File: config.mk
export PLATFORM = sky130hd
export DESIGN_NAME = irq_controller
export DESIGN_NICKNAME = d
export VERILOG_FILES = /design/src/rtl/irq_controller.sv
export SDC_FILE = /design/constraint.sdc
export NUM_CORES = 1
export LEC_CHECK = 0
export ABC_AREA = 1
export CAP_MARGIN = 20
export CORE_ASPECT_RATIO = 0.7
export CORE_MARGIN = 2
export CORE_UTILIZATION = 33
export DETAILED_ROUTE_END_ITERATION = 16
export GPL_ROUTABILITY_DRIVEN = 0
export GPL_TIMING_DRIVEN = 0
export HOLD_SLACK_MARGIN = 0.08
export PLACE_DENSITY = 0.86
export SLEW_MARGIN = 20
export SYNTH_ARGS = -nofsm -noshare
export SYNTH_HDL_FRONTEND = slang
export SYNTH_SLANG_ARGS = --single-unit
File: constraint.sdc
create_clock -name clk -period 3.15 [get_ports clk]
set_clock_uncertainty 0.1 [all_clocks]
set_input_delay 0.63 -clock clk [delete_from_list [all_inputs] [get_ports clk]]
set_output_delay 0.63 -clock clk [all_outputs]
set_load 0.02 [all_outputs]
File: src/rtl/irq_controller.sv
// irq_controller: edge-triggered, maskable, fixed-priority interrupt controller
// for the single-cycle MIPS core. It sits in the peripheral bus window and
// tracks which source is in service until ERET.
module irq_controller #(
  parameter int          NSRC      = 4,
  parameter logic [31:0] BASE_ADDR = 32'h40000030
) (
  input  logic            clk,
  input  logic            reset,
  input  logic [NSRC-1:0] src,
  input  logic            kernel,
  input  logic            exc,
  input  logic            eret,
  input  logic            rd,
  input  logic            wr,
  input  logic [31:0]     addr,
  input  logic [31:0]     wdata,
  output logic [31:0]     rdata,
  output logic            irq,
  output logic [2:0]      irq_id
);

  logic [NSRC-1:0] src_q;
  logic [NSRC-1:0] pend;
  logic [NSRC-1:0] mask;
  logic [NSRC-1:0] req;
  logic [NSRC-1:0] src_event;
  logic [NSRC-1:0] pend_next;
  logic [NSRC-1:0] win_onehot;
  logic            gie;
  logic            insvc;
  logic            sel;
  logic            grant;
  logic [1:0]      word;
  logic [2:0]      win;
  logic            unused;

  // Only the upper bits of wdata beyond the register widths are ignored.
  assign unused = &{1'b0, wdata};

  // The window is four aligned words; misaligned byte addresses are not selected.
  assign sel  = (addr[31:4] == BASE_ADDR[31:4]) && (addr[1:0] == 2'b00);
  assign word = addr[3:2];

  assign src_event = src & ~src_q;
  assign req       = pend & mask;

  // The request is purely combinational so kernel/exc/mask changes act within the cycle.
  assign irq   = gie & (|req) & ~insvc & ~kernel & ~exc;
  assign grant = irq;

  // Lowest set index wins; scanning downwards leaves the lowest index last.
  always_comb begin
    win        = '0;
    win_onehot = '0;
    for (int i = NSRC - 1; i >= 0; i--) begin
      if (req[i]) begin
        win           = 3'(i);
        win_onehot    = '0;
        win_onehot[i] = 1'b1;
      end
    end
  end

  // Pending update: clears (W1C, grant) first, then new edges so a fresh event is never lost.
  always_comb begin
    pend_next = pend;
    if (wr && sel && (word == 2'd0)) begin
      pend_next = pend_next & ~wdata[NSRC-1:0];
    end
    if (grant) begin
      pend_next = pend_next & ~win_onehot;
    end
    pend_next = pend_next | src_event;
  end

  // Controller state: edge history, pending, mask, global enable and in-service tracking.
  always_ff @(posedge clk or negedge reset) begin
    if (!reset) begin
      src_q  <= '0;
      pend   <= '0;
      mask   <= '0;
      gie    <= 1'b0;
      insvc  <= 1'b0;
      irq_id <= '0;
    end else begin
      src_q <= src;
      pend  <= pend_next;
      if (wr && sel && (word == 2'd1)) begin
        mask <= wdata[NSRC-1:0];
      end
      if (wr && sel && (word == 2'd2)) begin
        gie <= wdata[0];
      end
      if (grant) begin
        insvc  <= 1'b1;
        irq_id <= win;
      end else if (eret) begin
        insvc <= 1'b0;
      end
    end
  end

  // Zero-latency read mux; drives 0 when not selected so it can be OR-combined on the bus.
  always_comb begin
    rdata = '0;
    if (rd && sel) begin
      case (word)
        2'd0:    rdata[NSRC-1:0] = pend;
        2'd1:    rdata[NSRC-1:0] = mask;
        2'd2:    rdata[0]        = gie;
        default: rdata[3:0]      = {insvc, irq_id};
      endcase
    end
  end

endmodule

==> metrics.txt <==
status completed; Avg WL per Cell around 9.6 µm; Final Hold Viols 0; WHS 375 ps; final core utilization 55.7%; number of vias per cell 3.96; hold path startpoint src_q[1]; antenna cells 0; Final min period between 2000 and 3000 ps; number of port buffers 53; yosys warns 0; top cells by area, synth dfrtp_1, buf_4, nand2_1; Final Setup Violations 0; final net count 336; footprint of the multi-input gates just under 600 µm²; Synth top area share between 30% and 40%; slack of the critical path approximately 160 ps; Max Root-Sink Buffers 2; Worst-path clk slew 60 ps; cells on worst reg2reg path 9; dpl hpwl around 2500 µm; Max Freq roughly 0.33 GHz; Hold Path End pend[1]; Post-Route WL 2990 µm; Starting Density 34.2%; CTS H-Tree Depth 1; Leakage 1.04 nW; Layout area overhead 62.9%; Post-Place Setup Slack -123 ps; post-synth top area cell dfrtp_1; router iterations before antenna repair 4; CP Launch Type input port; CP required 2420 ps; Post-Syn Area 1190 µm²; TritonCTS clock tree done; Synth Flop Type dfrtp_1; Max Cap Violations 0; FF-to-FF setup slack 1690 ps; Worst-Skew Late Latency between 200 and 300 ps; sequential-to-total area share from yosys stat about a third; measured slew at the worst slew-check pin 735 ps; Non-Filler Instances 310; worst rel slew slack between 50% and 60%; initial antenna violation count 0; Total GRT Usage 15.2%; filler instances 340; Distinct cells, synth 18; total CTS buffers 3; cells after synthesis around 180; reg2reg end pend[1]; Vias roughly 1200; Core Area roughly 3500 µm²; Pins Over Slew Limit 0; Power Density ~280 nW/µm²; Post-synth EDFFs 0; Crit path arrival time ~2300 ps; worst hold-check path type flop to flop; Total Die Area 4120 µm²; hold-critical path depth 3; total gr overflow 0; Detail Route Antenna Nets 0; Die Ht 54.3 µm; number of global-route vias before repair around 1000; ys async rst share between 90% and 100%; number of I/O pins between 100 and 150; cell row count 18; VDD IR max about 0.21 mV; Hold-fix buffers, CTS 0; drt first-iter violations 66; Reg area approximately 400 µm²; RSZ-0062 raised after global routing no; reg2reg start pend[3]; Die X approximately 76 µm; critical path class input port to output port; mean area per synthesized cell approximately 7 µm²; CP max FO 8; Critical Path End Type output port; TritonCTS Sinks 16; layout cells sized above 1 15.0%; drc violations 0; number of synthesized register bits 16; global-route wire length before repair about 4500 µm; post-route clock period utilization between 90 and 100%; root buf cell clkbuf_8; Post-Place Cells approximately 310; largest net degree at the start of global routing 17
-- layer usage --
metal | routed length [µm] | global-route usage (%) | vias to the layer above
met5 | 0 | 0 | -
met3 | 202 | 5.34 | 7
met1 | 1290 | 18.2 | 525
met2 | 1450 | 25.3 | 45
li1 | - | - | 650
met4 | 40 | 5.85 | 0
-- synth_stat cells (all sizes together), types with 2 or more instances --
library cell and count:
nand2 49, buf 29, inv 27, nor2 27, dfrtp 16, o21ai 7
nand3 6, nand4 5, a31oi 3, a21oi 2, a221oi 2
-- timing repair --
item	CTS	global route
gates resized for setup	5	0
setup endpoints to repair	4	0
buffers inserted	0	0
-- worst max-delay path by stage --
stage / from / depth (start not counted) / endpoint
6_report: addr[30] / 10 / rdata[3]
4_1_cts: addr[9] / 8 / rdata[3]
3_5_place_dp: addr[9] / 8 / rdata[3]
3_3_place_gp: addr[9] / 8 / rdata[3]
2_1_floorplan: addr[9] / 6 / rdata[3]
5_1_grt: addr[30] / 10 / rdata[3]
-- registers in the layout, indices dropped and copies added, names as in the netlist --
signal  count
pend        4
insvc       1
gie         1
src_q       4
irq_id      2
mask        4
-- layout by cell type (no fill, tap or decap), drive strengths merged --
| cell type | netlist | layout |
|---|---|---|
| nand4 | 5 | 5 |
| inv | 27 | 27 |
| conb | 1 | 29 |
| a21oi | 2 | 2 |
| clkdlybuf4s50 | 0 | 49 |
| buf | 29 | 29 |
| nand3 | 6 | 6 |
| nand2 | 49 | 49 |
| dlygate4sd2 | 0 | 4 |
| a221oi | 2 | 2 |
| nor2 | 27 | 27 |
| or2 | 1 | 1 |
| o21ai | 7 | 7 |
| clkbuf | 0 | 4 |
| dfrtp | 16 | 16 |
| a31oi | 3 | 3 |
-- critical path, stage by stage --
cell and delay [ps]:
clkdlybuf4s50_1 450, inv_1 30, nor2_1 80, nand2_1 50, nor2_1 100, nand2_1 130, nor2_8 180, nand2_2 100
a31oi_1 150, dlygate4sd2_1 350
-- stage by stage --
step	power, mW	setup TNS (ps)	area [µm²]
after floorplan	0.287	0	1300
after global placement	0.353	-285	1890
after detailed placement	0.355	-329	1890
after CTS	0.543	0	1940
after global routing	0.569	0	1940
final	0.539	0	1940
-- logic make-up (layout without fill, tap and decap cells) --
| logic type | count (synthesis) | after routing | synth area share [%] |
|---|---|---|---|
| other | 1 | 29 | 0.314 |
| DFF | 16 | 16 | 33.5 |
| and+or+nand+nor | 88 | 88 | 32.6 |
| buffers and inverters | 56 | 113 | 26.7 |
| AOI/OAI and AO/OA | 14 | 14 | 6.81 |
-- layout make-up --
| cell class | instances | share of cell area (%) |
|---|---|---|
| clock buffer | 4 | 2.83 |
| sequential | 16 | 20.6 |
| tap | 50 | 3.22 |
| buffer | 29 | 11.2 |
| inverter | 27 | 5.21 |
| timing repair buffer | 53 | 27.0 |
| multi-input combinational | 131 | 29.9 |
-- power breakdown --
group,internal (mW),switching (mW),total (mW)
Sequential,0.208,0.000620,0.209
Clock,0.111,0.0749,0.186
Combinational,0.0807,0.0637,0.144
Total,0.400,0.139,0.539
Power figures use the tool's default switching activity.
